File: config.mk
export PLATFORM = sky130hd
export DESIGN_NAME = psum_accum_drain
export DESIGN_NICKNAME = d
export VERILOG_FILES = /design/src/rtl/psum_accum_drain.sv
export SDC_FILE = /design/constraint.sdc
export NUM_CORES = 1
export LEC_CHECK = 0
export ABC_CLOCK_PERIOD_IN_PS = 2500
export BUFFER_PORTS_ARGS = -buffer_cell sky130_fd_sc_hd__buf_4
export CAP_MARGIN = 40
export CORE_MARGIN = 8
export CORE_UTILIZATION = 45
export DETAILED_ROUTE_END_ITERATION = 16
export GPL_TIMING_DRIVEN = 1
export HOLD_SLACK_MARGIN = 0.15
export PLACE_DENSITY = 0.66
export SLEW_MARGIN = 20
export SYNTH_ARGS = -nofsm -noshare
export SYNTH_HDL_FRONTEND = slang
export SYNTH_SLANG_ARGS = --single-unit
File: constraint.sdc
create_clock -name clk -period 2.5 [get_ports clk]
set_input_delay 0.5 -clock clk [delete_from_list [all_inputs] [get_ports clk]]
set_output_delay 0.5 -clock clk [all_outputs]
set_load 0.02 [all_outputs]
File: src/rtl/psum_accum_drain.sv
// psum_accum_drain: accumulates NUM_PASSES column-psum vectors per lane with
// signed saturation and optional ReLU. It then drains the finished frame one
// lane per cycle over a valid/ready stream. A separate output buffer lets the
// early passes of the next frame overlap the drain.
module psum_accum_drain #(
  parameter int DATA_BITWIDTH = 16,
  parameter int X_dim         = 5,
  parameter int NUM_PASSES    = 3,
  parameter int RELU_EN       = 1
) (
  input  logic                           clk,
  input  logic                           reset,
  input  logic                           clear,
  input  logic [DATA_BITWIDTH*X_dim-1:0] psum_in,
  input  logic                           psum_valid,
  output logic                           psum_ready,
  output logic [DATA_BITWIDTH-1:0]       out_data,
  output logic                           out_valid,
  input  logic                           out_ready,
  output logic                           out_last,
  output logic [7:0]                     pass_cnt,
  output logic                           frame_done
);

  localparam int W  = DATA_BITWIDTH;
  localparam int LW = (X_dim > 1) ? $clog2(X_dim) : 1;
  localparam logic [LW-1:0] LAST_LANE = LW'(X_dim - 1);
  localparam logic [7:0]    LAST_PASS = 8'(NUM_PASSES - 1);
  localparam logic [W-1:0]  SAT_MAX   = {1'b0, {(W-1){1'b1}}};
  localparam logic [W-1:0]  SAT_MIN   = {1'b1, {(W-1){1'b0}}};

  logic [W-1:0]  r_acc  [X_dim];
  logic [W-1:0]  r_obuf [X_dim];
  logic [7:0]    r_pass_cnt;
  logic          r_obuf_full;
  logic [LW-1:0] r_lane_idx;
  logic          r_frame_done;
  logic          r_psum_ready;

  logic [W-1:0]  w_lane_in   [X_dim];
  logic [W:0]    w_ext       [X_dim];
  logic [W-1:0]  w_sum       [X_dim];
  logic [W-1:0]  w_final_val [X_dim];
  logic          w_accept;
  logic          w_xfer;
  logic          w_last_xfer;
  logic          w_final_pass;
  logic [7:0]    w_pass_cnt_nxt;
  logic          w_obuf_full_nxt;
  logic [LW-1:0] w_lane_idx_nxt;
  logic          w_ready_nxt;

  assign w_accept     = psum_valid & r_psum_ready;
  assign w_xfer       = r_obuf_full & out_ready;
  assign w_last_xfer  = w_xfer && (r_lane_idx == LAST_LANE);
  assign w_final_pass = (r_pass_cnt == LAST_PASS);

  assign psum_ready = r_psum_ready;
  assign out_valid  = r_obuf_full;
  assign out_data   = r_obuf[r_lane_idx];
  assign out_last   = r_obuf_full && (r_lane_idx == LAST_LANE);
  assign pass_cnt   = r_pass_cnt;
  assign frame_done = r_frame_done;

  // Per-lane saturating add (pass 0 loads directly) and optional ReLU
  always_comb begin
    for (int unsigned k = 0; k < X_dim; k++) begin
      w_lane_in[k] = psum_in[k*W +: W];
      w_ext[k]     = {r_acc[k][W-1], r_acc[k]} + {w_lane_in[k][W-1], w_lane_in[k]};
      if (r_pass_cnt == '0) begin
        w_sum[k] = w_lane_in[k];
      end else if (w_ext[k][W] != w_ext[k][W-1]) begin
        w_sum[k] = w_ext[k][W] ? SAT_MIN : SAT_MAX;
      end else begin
        w_sum[k] = w_ext[k][W-1:0];
      end
      w_final_val[k] = ((RELU_EN != 0) && w_sum[k][W-1]) ? '0 : w_sum[k];
    end
  end

  // Next-state for pass counter, output-buffer occupancy and drain lane index
  always_comb begin
    w_pass_cnt_nxt  = r_pass_cnt;
    w_obuf_full_nxt = r_obuf_full;
    w_lane_idx_nxt  = r_lane_idx;
    if (clear) begin
      w_pass_cnt_nxt  = '0;
      w_obuf_full_nxt = 1'b0;
      w_lane_idx_nxt  = '0;
    end else begin
      if (w_xfer) begin
        if (w_last_xfer) begin
          w_obuf_full_nxt = 1'b0;
          w_lane_idx_nxt  = '0;
        end else begin
          w_lane_idx_nxt = r_lane_idx + 1'b1;
        end
      end
      // A final-pass accept only happens with the buffer empty, so it never
      // collides with a transfer; it is ordered last to keep that explicit.
      if (w_accept) begin
        if (w_final_pass) begin
          w_pass_cnt_nxt  = '0;
          w_obuf_full_nxt = 1'b1;
          w_lane_idx_nxt  = '0;
        end else begin
          w_pass_cnt_nxt = r_pass_cnt + 8'd1;
        end
      end
    end
    // Ready is registered from next state so it never depends on out_ready
    w_ready_nxt = !((w_pass_cnt_nxt == LAST_PASS) && w_obuf_full_nxt);
  end

  // Control registers
  always_ff @(posedge clk or negedge reset) begin
    if (!reset) begin
      r_pass_cnt   <= '0;
      r_obuf_full  <= 1'b0;
      r_lane_idx   <= '0;
      r_frame_done <= 1'b0;
      r_psum_ready <= 1'b0;
    end else begin
      r_pass_cnt   <= w_pass_cnt_nxt;
      r_obuf_full  <= w_obuf_full_nxt;
      r_lane_idx   <= w_lane_idx_nxt;
      r_frame_done <= !clear && w_last_xfer;
      r_psum_ready <= w_ready_nxt;
    end
  end

  // Accumulator bank and output buffer, written only on a non-cleared accept
  always_ff @(posedge clk or negedge reset) begin
    if (!reset) begin
      for (int unsigned k = 0; k < X_dim; k++) begin
        r_acc[k]  <= '0;
        r_obuf[k] <= '0;
      end
    end else if (!clear && w_accept) begin
      for (int unsigned k = 0; k < X_dim; k++) begin
        if (w_final_pass) begin
          r_obuf[k] <= w_final_val[k];
        end else begin
          r_acc[k] <= w_sum[k];
        end
      end
    end
  end

endmodule

======== Word level (Yosys, flattened, before mapping) ========
Index checks and enable logic that the tools add are counted.
storage, ports and cells
  register bits ........................... 174
  bits of input ports ..................... 85
  output and inout bits ................... 28
  logic and storage cells ................. 81
operators by class
  add/sub/neg operators ................... 7
  $lt $le $gt $ge ......................... 1
  eq/ne operators ......................... 8
  muxes and demuxes ....................... 36
  bitwise logic cells ..................... 4
  reductions and logical operators ........ 10
operators with widths
  kind                                                             count
  16-bit two-way mux                                               17
  16-bit by 16-bit adder with 17-bit output                        5
  15-bit two-way mux                                               5
  16-bit binary-select mux with 3-bit select                       1
  8-bit two-way mux                                                3
  8-bit by 2-bit == test with 1-bit output, second input constant  2
  3-bit two-way mux                                                5
  8-bit by 1-bit adder with 8-bit output, second input constant    1
  8-bit logical NOT                                                1
  1-bit logical AND                                                5
  1-bit two-way mux                                                5
  1-bit != test                                                    5
  4-bit >= comparator, second input constant                       1
  3-bit inverter with 4-bit output                                 1
  2-bit AND reduction                                              2
  3-bit by 1-bit adder with 3-bit output, second input constant    1
  3-bit == test, second input constant                             1
  1-bit bitwise AND                                                2
  1-bit logical NOT                                                2
  1-bit inverter                                                   1

======== Logic depth before layout (Yosys ltp) ========
  depth after elaboration ................. 9
  mapped depth ............................ 12
  gate-level depth less buffers ........... 11

======== Worst setup path after synthesis ========
No wires, ideal clock.
  path kind ............................... input -> register
  start point ............................. input port psum_in[64]
  end point ............................... register r_obuf[2] (netlist name)
  setup time .............................. 0.082 ns
  arrival time ............................ 2.772 ns
  data required time ...................... 2.418 ns
  setup slack ............................. -0.354 ns
  stages on the path ...................... 12
  buffers on the path ..................... 1
  cell sequence ........................... ha_1 -> inv_1 -> fa_1 -> nand2b_1 -> a21oi_1 -> o221a_2 -> a21oi_1 -> a31o_2 -> nor2_1 -> clkbuf_1 -> o21ai_0 -> a31oi_1
on the way
  cells in the longest elaborated chain, start to end .. 5
RTL lines
  element                                                     RTL line  RTL
  start, declared                                             14        input logic [DATA_BITWIDTH*X_dim-1:0] psum_in,
  16-bit by 16-bit adder with 17-bit output *                 69        w_ext[k] = {r_acc[k][W-1], r_acc[k]} + {w_lane_in[k][W-1], w_lane_in[k]};
  16-bit two-way mux / 1-bit != test (equally long branches)  73, 72
  16-bit two-way mux *                                        72        end else if (w_ext[k][W] != w_ext[k][W-1]) begin
  16-bit two-way mux *                                        70        if (r_pass_cnt == '0) begin
  15-bit two-way mux *                                        77        w_final_val[k] = ((RELU_EN != 0) && w_sum[k][W-1]) ? '0 : w_sum[k];
  end signal, assigned by index                               142       r_obuf[k] <= w_final_val[k];
  end, declared                                               33        logic [W-1:0] r_obuf [X_dim];
Mark *: on every way between the ends. The rest lies on a longest branch, timed or not.
A chain may end at the register's enable or synchronous reset.

======== Worst setup path in the final report ========
  start point ............................. register r_acc[64] (netlist name)
  end point ............................... register r_obuf[78] (netlist name)
on the way
  cells in the longest elaborated chain, start to end .. 5
RTL lines
  element                                                     RTL line  RTL
  start, declared                                             32        logic [W-1:0] r_acc [X_dim];
  start signal, assigned by index                             144       r_acc[k] <= w_sum[k];
  16-bit by 16-bit adder with 17-bit output *                 69
  16-bit two-way mux / 1-bit != test (equally long branches)  73, 72
  16-bit two-way mux *                                        72
  16-bit two-way mux *                                        70
  15-bit two-way mux *                                        77
Marks and branches as above.

==> results <==
- The design draws between 20 and 25 mW.
- The simple logic cell fraction of the synthesized area is a little under a fifth.
- In the post-route analysis, the smallest setup slack over all paths is -0.3441 ns.
- The highest clock rate is between 300 and 400 MHz.
- The worst setup path is captured at a flop.
- The count of antenna-violating nets left after detailed routing is 0.
- The clock-pin slew on the worst setup and hold paths is around 0.07 ns.
- The die area is roughly 34000 µm².
- The final critical path takes up 113.8% of the cycle.
- The most repeated cell in the gate-level netlist after synthesis is sky130_fd_sc_hd__nand2_1.
- 113 I/O pins were placed.
- The worst reg-to-reg setup slack is -0.34 ns.
- The area share of the leading cell type in the synthesized netlist is between 30% and 40%.
- The final hold violation count came to 0.
- The final reports fail on setup timing.
- The endpoint of the most critical register-to-register path is r_obuf[78].
- The total number of placement rows is a little over 60.
- The flip-flop cell with the highest count after synthesis is sky130_fd_sc_hd__dfrtp_1.
- Port buffering added approximately 110 buffers.
- The kind of cell with the highest combined delay along the critical path is compound AO/OA/AOI/OAI gates.
- The source-to-sink clock delay at the later pin of the worst-skew pair is about 0.44 ns.
- The via count of the first global-routing pass is 14057.
- The multi-input combinational cell area is around 10000 µm².
- After detailed routing, the average wire length per cell comes to 20.51 µm.
- The synthesized-area fraction occupied by adder cells is 9.474%.
- At the pin with the least slew margin, the transition time is 0.6978 ns.
- In the routed design, unresolved DRC markers number 0.
- The area fraction in compound gates after synthesis is a little over a quarter.
- The fraction of synthesis flops using an asynchronous set or reset pin is between 90% and 100%.
- After detailed placement, the total cell area comes to around 17000 µm².
- Setup violations remaining at the end of the flow were counted as ~140.
- The worst-case clock skew is about 0.015 ns.
- The critical-path maximum fanout is 6.
- For this design, the slowest cell found on the critical path is sky130_fd_sc_hd__a311o_2.
- The largest voltage drop on the vdd net is approximately 0.70 mV.
- The maximum count of clock buffers along a single path is 2.
- Routability-driven placement finished with a final weighted congestion of approximately 0.9.
- In this run the worst hold path is classified as in -> reg.
- Setup repair after global routing could not meet its margin everywhere.
- The share of power burned in registers is between 20% and 30%.
- The via count of the routed design is 14252.
- Walking the worst path, the cells encountered are ha_4, inv_2, fa_2, nor2b_4, o2111ai_4, a31oi_4, or2_4, a311o_2, buf_6, o21ai_4, or2_4, o21ai_1.
- The number of standard cells after synthesis is 1521.
- The tool flagged a number of max-cap violations equal to 0.
- The first global-routing pass estimated 73010 µm of wire.
- The largest stage delay on the critical path is 0.47 ns.
- The filler cell count in the final layout is a little under 2000.
- The effective utilization at floorplan is a little under half.
- The switching fraction of total power is around 44%.
- The core footprint is 27710 µm².
- For this block, the initial DRC count from the detailed router was 1347.
- After synthesis, the cell types taking the most area are sky130_fd_sc_hd__dfrtp_1, sky130_fd_sc_hd__ha_1, sky130_fd_sc_hd__nand2_1.
- The die is ~180 µm tall.
- The analysis attributes to cell leakage a power of just under 9 nW.
- The buffer and inverter count on the worst path is 2.
- For the finished layout, the period the worst path requires is around 2.8 ns.
- Yosys mapped the design onto between 80 and 90 distinct sky130hd cell types.
- The clock power share is between 10% and 20%.
- The flow ran to the end, but the final reports show violations.
- The post-synthesis register bit count is roughly 170.
- The tightest slew margin relative to the limit is between 50% and 60%.
- The final-report max-slew violation count is 0.
- STA classifies the critical path startpoint as a flop.
- The average cell area after synthesis is 8.284 µm².
- Sequential cells were found to cover 33.57% of the synthesized design area.
- The final antenna diode count is 0.
- In this run the cell area of the synthesized design comes to between 10000 and 15000 µm².
- For this run, the total global-route usage over all layers was measured as a little over a quarter.
- The maximum number of pins on one net before global-route repair is between 60 and 70.
- Cell internal power was estimated by the tool at approximately 12 mW.
- The instance count along the most critical hold path is 3.
- The final non-filler cell area is around 20000 µm².
- The fraction of synthesized cell area in xor and xnor cells is 4.935%.
- Measured on the finished design, the core utilization comes to 71.56%.
- The share of total power dissipated in combinational logic is between 60 and 70%.
- Data on the critical path is required at its endpoint by approximately 2.8 ns.
- The main combinational cell family by area after synthesis is compound AO/OA/AOI/OAI gates.
- The start point of the worst min-delay path is psum_in[48].
- The first-pass iteration count of the detailed router is 6.
- For this run, the post-layout net count is between 2000 and 2500.
- The cell that appears most often on the critical path is sky130_fd_sc_hd__or2_4.
- The root buffer cell chosen for the clock tree is sky130_fd_sc_hd__clkbuf_16.
- The total congestion overflow is 0.
- The overall routed net length is just under 50000 µm.
- The clock tree synthesis step divided the H-tree into 4 levels.
- The floorplan step set the die width to between 150 and 200 µm.
- The path with the worst hold slack has its endpoint at r_obuf[16].
- The power per unit of standard cell area is about 1100 nW/µm².
- Measured in cells, the most critical reg-to-reg path has a length of 12.
- The number of antenna violations at the first check in global routing is 0.
- The number of buffers inserted during clock tree synthesis is 17.
- The half-perimeter wire length after detailed placement is ~32000 µm.
- The TritonCTS clock tree is yes.
- The area growth from synthesis to layout is 57.35%.
- The cell type contributing the most total cell area after synthesis is sky130_fd_sc_hd__dfrtp_1.
- The number of enable-type register cells in the synthesized netlist is 0.
- The Yosys step of the flow raised 0 warnings.
- The critical setup path kind is reg -> reg.
- The average via count per standard cell is ~6.0.
- The startpoint identified for the worst register-to-register timing path is r_acc[64].
- In the final layout, the share of cells above drive strength 1 is 42.99%.
- The commonest cells after synthesis are sky130_fd_sc_hd__nand2_1, sky130_fd_sc_hd__dfrtp_1, sky130_fd_sc_hd__nor2_1.
- The worst setup timing slack at the placement stage is -0.6749 ns.
- The clock net sink count is approximately 170.
- Across the whole layout, storage elements account for 4229 µm².
- For this design the total switching power over the nets is around 9.6 mW.
- Data arrives at the worst endpoint at around 3.2 ns.
- The number of nets handed over by synthesis was between 1500 and 2000.
- Measured against the total synthesized area, the mux share comes to under 10%.
-- power groups by stage --
stage               Sequential [mW]  Clock, mW  Combinational (mW)
global route                   4.45       2.92                15.5
finish                         4.40       2.81                14.5
floorplan                      4.08          0                6.31
CTS                            4.34       2.80                12.4
detailed placement             4.36          0                10.4
global placement               4.35          0                10.2
-- layout make-up --
cell class | count | share of cell area (%)
Clock buffer | 22 | 2.341
Clock inverter | 10 | 0.7258
Inverter | 33 | 0.6248
Multi-Input combinational cell | 1243 | 50.39
Sequential cell | 169 | 21.33
Tap cell | 378 | 2.386
Timing Repair Buffer | 526 | 22.20
-- worst reg2reg max path, stage by stage, from the launching register on --
cell	delay (ns)
sky130_fd_sc_hd__dfrtp_1	0.44
sky130_fd_sc_hd__ha_4	0.19
sky130_fd_sc_hd__inv_2	0.04
sky130_fd_sc_hd__fa_2	0.21
sky130_fd_sc_hd__nor2b_4	0.05
sky130_fd_sc_hd__o2111ai_4	0.21
sky130_fd_sc_hd__a31oi_4	0.12
sky130_fd_sc_hd__or2_4	0.28
sky130_fd_sc_hd__a311o_2	0.47
sky130_fd_sc_hd__buf_6	0.16
sky130_fd_sc_hd__o21ai_4	0.26
sky130_fd_sc_hd__or2_4	0.21
sky130_fd_sc_hd__o21ai_1	0.07
-- layer usage --
layer | up-vias | routed length (µm) | GRT usage [%]
met5 | - | 0 | 0
met4 | 0 | 1678 | 9.434
met3 | 138 | 3138 | 4.412
met2 | 627 | 23760 | 44.76
met1 | 6961 | 20270 | 34.73
li1 | 6526 | - | -
-- registers in the layout (all words and copies together), names as in the netlist --
register    count
r_acc          80
frame_done      1
r_obuf         75
r_lane_idx      3
psum_ready      1
out_valid       1
pass_cnt        8
-- cells in the final DEF, fill, tap and decap left out, types with 35 or more instances in the layout --
cell type,instances
sky130_fd_sc_hd__dfrtp_1,169
sky130_fd_sc_hd__a21oi_2,35
sky130_fd_sc_hd__buf_6,66
sky130_fd_sc_hd__a21oi_1,79
sky130_fd_sc_hd__buf_4,442
sky130_fd_sc_hd__ha_1,64
sky130_fd_sc_hd__xnor2_1,36
sky130_fd_sc_hd__o21ai_2,46
sky130_fd_sc_hd__nor2_1,140
sky130_fd_sc_hd__o21ai_1,61
sky130_fd_sc_hd__nand2_1,177
-- worst max path at each step --
stage / end / startpoint / cells after the start
after floorplan: r_acc[40] / psum_in[43] / 11
after global placement: r_obuf[67] / psum_in[0] / 13
after detailed placement: r_obuf[67] / psum_in[0] / 13
after CTS: r_acc[71] / r_acc[64] / 11
after global routing: r_obuf[78] / r_acc[64] / 12
final: r_obuf[78] / r_acc[64] / 12
-- per-stage QoR --
| stage | hold WS, ns | cells | TNS [ns] |
|---|---|---|---|
| after floorplan | 0.2044 | 1521 | -11.21 |
| after detailed placement | 0.4730 | 2278 | -64.38 |
| final | 0.3573 | 2381 | -21.76 |
| after global routing | 0.3804 | 2381 | -33.39 |
| after global placement | 0.4623 | 2278 | -55.95 |
| after CTS | 0.3562 | 2358 | -12.92 |
-- kinds of logic (layout without fill, tap and decap cells) --
logic type	after synthesis	count (layout)
compound gates	537	539
simple gates	501	503
flops	169	169
buf+inv	114	591
fa+ha+maj	93	93
xor+xnor	71	71
mux	35	36
other cells	1	1
-- repair_timing --
item,in CTS,in global routing
hold buffers,1,0
cloned,6,1
gates resized for setup,239,210
buffers inserted,44,29
setup endpoints to repair,150,158
hold endpoints to repair,43,0
pin swaps,117,132
Power figures use the tool's default switching activity.
